===== src/rtl/adv7511_init_ctrl.sv =====
// ADV7511 power-up sequencer: bit-banged I2C master that writes a fixed register
// table after reset, after an HPD rise, or on request.
module adv7511_init_ctrl #(
    parameter int unsigned CLK_DIV   = 93,
    parameter int unsigned PWR_WAIT  = 7425000,
    parameter logic [6:0]  I2C_ADDR  = 7'h39,
    parameter int unsigned MAX_RETRY = 3
) (
    input  logic clk_pixel,
    input  logic rst_n,
    input  logic start,
    input  logic hpd_i,
    input  logic sda_i,
    output logic scl_oe,
    output logic sda_oe,
    output logic busy,
    output logic done,
    output logic error,
    output logic video_en
);
    localparam int unsigned DIV_W   = (CLK_DIV > 1) ? $clog2(CLK_DIV) : 1;
    localparam int unsigned PWR_W   = (PWR_WAIT > 1) ? $clog2(PWR_WAIT) : 1;
    localparam int unsigned RETRY_W = (MAX_RETRY > 0) ? $clog2(MAX_RETRY + 1) : 1;

    typedef enum logic [3:0] {
        StIdle, StWaitPwr, StStart, StAddr, StReg, StData, StAck, StStop, StNext, StDone, StError
    } state_t;

    state_t             r_state;
    logic [DIV_W-1:0]   r_div;
    logic [1:0]         r_qtr;
    logic [2:0]         r_bit;
    logic [1:0]         r_byte_sel;
    logic [3:0]         r_idx;
    logic [RETRY_W-1:0] r_retry;
    logic [PWR_W-1:0]   r_pwr_cnt;
    logic               r_ack_ok;
    logic               r_nack;
    logic [1:0]         r_hpd_sync;
    logic               r_hpd_prev;
    logic               r_pending;
    logic               r_scl_oe;
    logic               r_sda_oe;
    logic               r_busy;
    logic               r_done;
    logic               r_error;

    logic        w_qtr_end;
    logic        w_bit_end;
    logic        w_hpd_rise;
    logic        w_timed;
    logic [15:0] w_entry;
    logic [7:0]  w_tx_byte;
    logic        w_scl_drv;
    logic        w_sda_drv;

    function automatic logic [15:0] init_entry(input logic [3:0] idx);
        case (idx)
            4'd0:    init_entry = 16'h4110;
            4'd1:    init_entry = 16'h9803;
            4'd2:    init_entry = 16'h9AE0;
            4'd3:    init_entry = 16'h9C30;
            4'd4:    init_entry = 16'h9D61;
            4'd5:    init_entry = 16'hA2A4;
            4'd6:    init_entry = 16'hA3A4;
            4'd7:    init_entry = 16'hE0D0;
            4'd8:    init_entry = 16'hF900;
            4'd9:    init_entry = 16'h1501;
            4'd10:   init_entry = 16'h1635;
            4'd11:   init_entry = 16'h1702;
            4'd12:   init_entry = 16'hAF06;
            default: init_entry = 16'hD6C0;
        endcase
    endfunction

    assign w_entry    = init_entry(r_idx);
    assign w_qtr_end  = (r_div == DIV_W'(CLK_DIV - 1));
    assign w_bit_end  = w_qtr_end && (r_qtr == 2'd3);
    assign w_hpd_rise = r_hpd_sync[1] & ~r_hpd_prev;
    assign w_timed    = (r_state == StStart) || (r_state == StAddr) || (r_state == StReg) ||
                        (r_state == StData) || (r_state == StAck) || (r_state == StStop);

    always_comb begin
        case (r_state)
            StAddr:  w_tx_byte = {I2C_ADDR, 1'b0};
            StReg:   w_tx_byte = w_entry[15:8];
            default: w_tx_byte = w_entry[7:0];
        endcase
    end

    // SDA only moves at quarter 0 of a data bit; START/STOP are the deliberate exceptions.
    always_comb begin
        w_scl_drv = 1'b0;
        w_sda_drv = 1'b0;
        case (r_state)
            StStart: begin
                w_sda_drv = (r_qtr != 2'd0);
                w_scl_drv = (r_qtr == 2'd3);
            end
            StAddr, StReg, StData: begin
                w_scl_drv = ~r_qtr[1];
                w_sda_drv = ~w_tx_byte[3'd7 - r_bit];
            end
            StAck:   w_scl_drv = ~r_qtr[1];
            StStop: begin
                w_scl_drv = (r_qtr == 2'd0);
                w_sda_drv = (r_qtr != 2'd3);
            end
            default: ;
        endcase
    end

    always_ff @(posedge clk_pixel or negedge rst_n) begin
        if (!rst_n) begin
            r_state    <= StIdle;
            r_div      <= '0;
            r_qtr      <= '0;
            r_bit      <= '0;
            r_byte_sel <= '0;
            r_idx      <= '0;
            r_retry    <= '0;
            r_pwr_cnt  <= '0;
            r_ack_ok   <= 1'b0;
            r_nack     <= 1'b0;
            r_hpd_sync <= '0;
            r_hpd_prev <= 1'b0;
            r_pending  <= 1'b0;
            r_scl_oe   <= 1'b0;
            r_sda_oe   <= 1'b0;
            r_busy     <= 1'b0;
            r_done     <= 1'b0;
            r_error    <= 1'b0;
        end else begin
            r_hpd_sync <= {r_hpd_sync[0], hpd_i};
            r_hpd_prev <= r_hpd_sync[1];
            r_scl_oe   <= w_scl_drv;
            r_sda_oe   <= w_sda_drv;
            if (w_hpd_rise && r_busy) r_pending <= 1'b1;
            // Every exit from a timed state lands on a bit boundary, so the counters wrap to 0.
            if (w_timed) begin
                if (w_qtr_end) begin
                    r_div <= '0;
                    r_qtr <= r_qtr + 2'd1;
                end else begin
                    r_div <= r_div + 1'b1;
                end
            end
            case (r_state)
                StIdle: begin
                    r_state <= StWaitPwr;
                    r_busy  <= 1'b1;
                end
                StWaitPwr: begin
                    if (r_pwr_cnt == PWR_W'(PWR_WAIT - 1)) begin
                        r_pwr_cnt <= '0;
                        r_idx     <= '0;
                        r_retry   <= '0;
                        r_state   <= StStart;
                    end else begin
                        r_pwr_cnt <= r_pwr_cnt + 1'b1;
                    end
                end
                StStart: begin
                    if (w_bit_end) begin
                        r_bit      <= '0;
                        r_byte_sel <= 2'd0;
                        r_state    <= StAddr;
                    end
                end
                StAddr, StReg, StData: begin
                    if (w_bit_end) begin
                        r_bit <= r_bit + 3'd1;
                        if (r_bit == 3'd7) r_state <= StAck;
                    end
                end
                StAck: begin
                    if (w_qtr_end && (r_qtr == 2'd2)) r_ack_ok <= ~sda_i;
                    if (w_bit_end) begin
                        if (!r_ack_ok || (r_byte_sel == 2'd2)) begin
                            r_nack  <= ~r_ack_ok;
                            r_state <= StStop;
                        end else begin
                            r_byte_sel <= r_byte_sel + 2'd1;
                            r_state    <= (r_byte_sel == 2'd0) ? StReg : StData;
                        end
                    end
                end
                StStop: begin
                    if (w_bit_end) begin
                        if (!r_nack) begin
                            r_state <= StNext;
                        end else if (r_retry != RETRY_W'(MAX_RETRY)) begin
                            r_retry <= r_retry + 1'b1;
                            r_state <= StStart;
                        end else if (r_pending) begin
                            r_pending <= 1'b0;
                            r_state   <= StWaitPwr;
                        end else begin
                            r_busy  <= 1'b0;
                            r_error <= 1'b1;
                            r_state <= StError;
                        end
                    end
                end
                StNext: begin
                    if (r_idx != 4'd13) begin
                        r_idx   <= r_idx + 4'd1;
                        r_retry <= '0;
                        r_state <= StStart;
                    end else if (r_pending) begin
                        r_pending <= 1'b0;
                        r_state   <= StWaitPwr;
                    end else begin
                        r_busy  <= 1'b0;
                        r_done  <= 1'b1;
                        r_state <= StDone;
                    end
                end
                StDone, StError: begin
                    if (w_hpd_rise) begin
                        r_busy  <= 1'b1;
                        r_done  <= 1'b0;
                        r_error <= 1'b0;
                        r_state <= StWaitPwr;
                    end else if (start) begin
                        r_idx   <= '0;
                        r_retry <= '0;
                        r_busy  <= 1'b1;
                        r_done  <= 1'b0;
                        r_error <= 1'b0;
                        r_state <= StStart;
                    end
                end
                default: r_state <= StIdle;
            endcase
        end
    end

    assign scl_oe   = r_scl_oe;
    assign sda_oe   = r_sda_oe;
    assign busy     = r_busy;
    assign done     = r_done;
    assign error    = r_error;
    assign video_en = r_done;

endmodule


===== config.mk =====
export PLATFORM = sky130hd
export DESIGN_NAME = adv7511_init_ctrl
export DESIGN_NICKNAME = d
export VERILOG_FILES = /design/src/rtl/adv7511_init_ctrl.sv
export SDC_FILE = /design/constraint.sdc
export NUM_CORES = 1
export LEC_CHECK = 0
export CORE_UTILIZATION = 55
export CTS_CLUSTER_SIZE = 20
export DETAILED_ROUTE_END_ITERATION = 12
export PLACE_DENSITY_LB_ADDON = 0.15
export SETUP_SLACK_MARGIN = 0.2
export SKIP_LAST_GASP = 1
export SLEW_MARGIN = 30
export SYNTH_ARGS = -nofsm -noshare
export SYNTH_HDL_FRONTEND = slang
export SYNTH_SLANG_ARGS = --single-unit

===== constraint.sdc =====
create_clock -name clk_pixel -period 2.31 [get_ports clk_pixel]
set_input_delay 0.3465 -clock clk_pixel [delete_from_list [all_inputs] [get_ports clk_pixel]]
set_output_delay 0.3465 -clock clk_pixel [all_outputs]
set_load 0.05 [all_outputs]

==> results.py <==
metrics = {
    "synthesis": {
        "synth_fp_nets": 445,
        "synthFlopType": "dfrtp_1",
        "yosysTopAreaCellShare_pct": 38.6,
        "synthTopCellsByArea": "dfrtp_1 (39%), ha_1 (5.7%), o21ai_0 (5.1%)",
        "yosys_warnings": 0,
        "synth_top_area_cell": "dfrtp_1",
        "synthAdderAreaFrac_pct": 5.66,
        "synth_area_um2": 3760,
        "synth_edf_count": 0,
        "synth_compound_area_share_pct": 20.2,
        "synth_xor_xnor_area_share_pct": 3.73,
        "seq_area_frac_synth_pct": 38.6,
        "synthSimpleGateAreaFrac_pct": 22.6,
        "synth_cells": 423,
        "async_flop_share_pct": 100,
        "synth.avg_cell_area_um2": 8.89,
        "yosysUniqueCellTypes": 61,
        "synth_top_family_by_area": "simple AND/OR/NAND/NOR gates",
        "muxShareOfSynthArea_pct": 4.49,
        "synth-seq-cells": 58,
    },
    "run": {
        "drv_cap": 0,
    },
    "global_route": {
        "grt_pass1_wl_um": 14700,
        "grt_usage_pct": 26.0,
        "grt_pass1_vias": 3098,
        "grt_max_degree": 37,
        "antenna_found_initial": 0,
        "grt-ovfl-total": 0,
    },
    "pwr": {
        "p_sw_share_pct": 21.1,
        "clkPwrFrac_pct": 49.2,
        "peakVddDrop_uv": 405,
        "power_frac_comb_pct": 2.1,
        "p_per_area_nw_per_um2": 481,
        "p_int_mw": 1.66,
        "p_leak_nw": 1.92,
        "seq_power_share_pct": 48.7,
        "p_sw_uw": 444,
    },
    "setup_path": {
        "rrSetupSlack_ps": 290,
        "crit_type": "reg2reg",
        "timing.rr.end": "sda_oe$_DFF_PN0_",
        "r2r_cells": 6,
        "worstPathCellList": "or4b_4 > o31ai_4 > o221ai_1 > o311ai_0 > a31oi_1 > a32o_1",
        "worstPathArrival_ps": 2250,
        "crit_buf_inv": 0,
        "reg2reg_from": "r_state[3]$_DFFE_PN0P_",
        "path_depth": 6,
        "cp_top_family": "compound AO/OA/AOI/OAI gates",
        "cp-startpoint": "r_state[3]$_DFFE_PN0P_",
        "cpMaxStageDelayCell": "or4b_4",
        "worst-path-max-fanout": 7,
        "start_kind": "register",
        "required_ps": 2540,
        "critical-path-max-stage-delay_ps": 620,
        "crit_end": "sda_oe$_DFF_PN0_",
        "cp-end-kind": "register",
    },
    "timing": {
        "fin_crit_sh_pct": 87.5,
        "setup_viol": 0,
        "max_freq_mhz": 495,
        "slew-limit-headroom_pct": 62.6,
        "drv_slew": 0,
        "setup_tns_ps": 0,
        "worst_slew_pin_slew_ps": 556,
        "min_period_ps": 2020,
        "clock_skew_ps": 6.65,
        "finalHoldViolCount": 0,
        "rsz0062_at_grt": "true",
    },
    "drt": {
        "drt_iter0_drc": 205,
        "wl_um": 8790,
        "routed_via_density": 6.09,
        "first_pass_iters": 5,
        "ant_nets": 0,
        "drc": 0,
        "avgRoutedWirePerCell_um": 16.3,
        "vias": 3281,
    },
    "final_layout": {
        "final_nets": 480,
        "synthToLayoutAreaGrowth_pct": 16.6,
        "layout_common_cells": "dfrtp_1 (54), nand2_1 (47), o21ai_0 (38)",
        "multiInputGateArea_um2": 2170,
        "drive_gt1_share_pct": 16.7,
        "antenna_cells": 0,
        "layout_commonest_cell": "dfrtp_1",
        "layout.area.seq_um2": 1460,
        "stdcell_count": 539,
        "fillerInstances": 495,
    },
    "clock_tree": {
        "tritoncts": "done",
        "cts.sinks": 58,
        "clk_path_buf_depth": 2,
        "clk_latency_ps": 340,
        "clk_pin_slew_ps": 70,
        "cts_buffers": 9,
        "root_buffer": "clkbuf_8",
        "htreeDepth": 3,
    },
    "place": {
        "portBuffers": 10,
        "dpl.hpwl_um": 5950,
        "gp_congestion": 0.913,
        "dp_cells": 514,
    },
    "floorplanning": {
        "ioPinCount": 11,
        "core_um2": 6460,
        "die-width_um": 84.7,
        "die_h_um": 84.7,
        "dieArea_um2": 7170,
        "num_rows": 29,
        "start_util_pct": 58.2,
    },
    "min_path": {
        "hold_path.class": "reg2reg",
    },
    "run_status": {
        "status": "complete, no violations",
    },
}
logic make-up (layout without fill, tap and decap cells):
| kind of cell | after synthesis | count (layout) |
|---|---|---|
| flops | 58 | 58 |
| compound gates | 112 | 112 |
| fa+ha+maj | 17 | 17 |
| simple gates | 165 | 165 |
| xor+xnor | 16 | 16 |
| mux | 16 | 16 |
| buf+inv | 39 | 78 |
power groups by stage:
stage               registers (mW)  logic [mW]  clock network [mW]
CTS                           1.03      0.0452                1.05
global route                  1.03      0.0497                1.10
detailed placement            1.04      0.0438                   0
floorplan                     1.05     0.00596                   0
global placement              1.04      0.0435                   0
finish                        1.03      0.0437                1.04
layout make-up:
class,instances,area share (%)
Multi-Input combinational cell,326,49.5
Sequential cell,58,33.2
Timing Repair Buffer,43,8.45
Clock buffer,10,3.14
Tap cell,77,2.20
Clock inverter,5,1.80
Inverter,20,1.71
flip-flops by register name, indices dropped and copies added, names as in the netlist, 2 cells and up:
signal,count
r_pwr_cnt,23
r_div,7
r_idx,4
r_state,4
r_bit,3
r_byte_sel,2
r_hpd_sync,2
r_qtr,2
r_retry,2
worst min-delay path by stage:
| stage | start | to | slack (ps) | depth (start not counted) |
|---|---|---|---|---|
| CTS | r_hpd_sync[0]$_DFF_PN0_ | r_hpd_sync[1]$_DFF_PN0_ | 350 | 0 |
| global route | r_hpd_sync[0]$_DFF_PN0_ | r_hpd_sync[1]$_DFF_PN0_ | 360 | 0 |
| floorplan | rst_n | busy$_DFFE_PN0P_ | 50 | 0 |
| finish | r_hpd_sync[0]$_DFF_PN0_ | r_hpd_sync[1]$_DFF_PN0_ | 360 | 0 |
| detailed placement | r_hpd_sync[0]$_DFF_PN0_ | r_hpd_sync[1]$_DFF_PN0_ | 340 | 0 |
| global placement | r_hpd_sync[0]$_DFF_PN0_ | r_hpd_sync[1]$_DFF_PN0_ | 330 | 0 |
per-layer routing:
layer	wire length, µm	GRT usage (%)	up-vias
met5	0	0	-
li1	-	-	1608
met4	206	11.2	0
met3	429	6.19	20
met1	4170	36.2	1543
met2	3980	38.9	110
metrics by stage:
step	worst slack, ps	utilization, %	power (mW)	hold slack [ps]	cell area, µm²
after floorplan	343	-	1.05	50.9	3760
after global placement	209	62.5	1.09	332	4030
after detailed placement	211	62.5	1.09	337	4030
after CTS	223	66.0	2.12	352	4260
after global routing	183	67.9	2.18	361	4380
final	289	67.9	2.11	356	4380
synthesized netlist by cell type, types with 3 or more instances:
| library cell | n |
|---|---|
| nand2b_1 | 11 |
| mux2i_1 | 9 |
| o221ai_1 | 6 |
| o211ai_1 | 4 |
| o21ai_0 | 38 |
| a32oi_1 | 3 |
| nand3_1 | 20 |
| mux2_2 | 7 |
| a21oi_1 | 15 |
| inv_1 | 20 |
| nand4_1 | 6 |
| o31ai_1 | 9 |
| xnor2_1 | 11 |
| and3_1 | 4 |
| nor4_1 | 6 |
| xor2_1 | 5 |
| ha_1 | 17 |
| buf_2 | 6 |
| nor2b_1 | 4 |
| clkbuf_1 | 8 |
| nand2_1 | 47 |
| and2_1 | 3 |
| nor3_1 | 12 |
| a22o_1 | 3 |
| or3_1 | 6 |
| a31oi_1 | 10 |
| or2_2 | 3 |
| dfrtp_1 | 58 |
| nor2_1 | 32 |
repair_timing:
action	in CTS	in global routing
buffers inserted	0	9
hold buffers	1	0
resized for setup	1	11
hold endpoints to repair	12	0
setup endpoints to repair	1	19
pin swaps	0	2
Note: power is estimated with default switching activity, not from simulation.
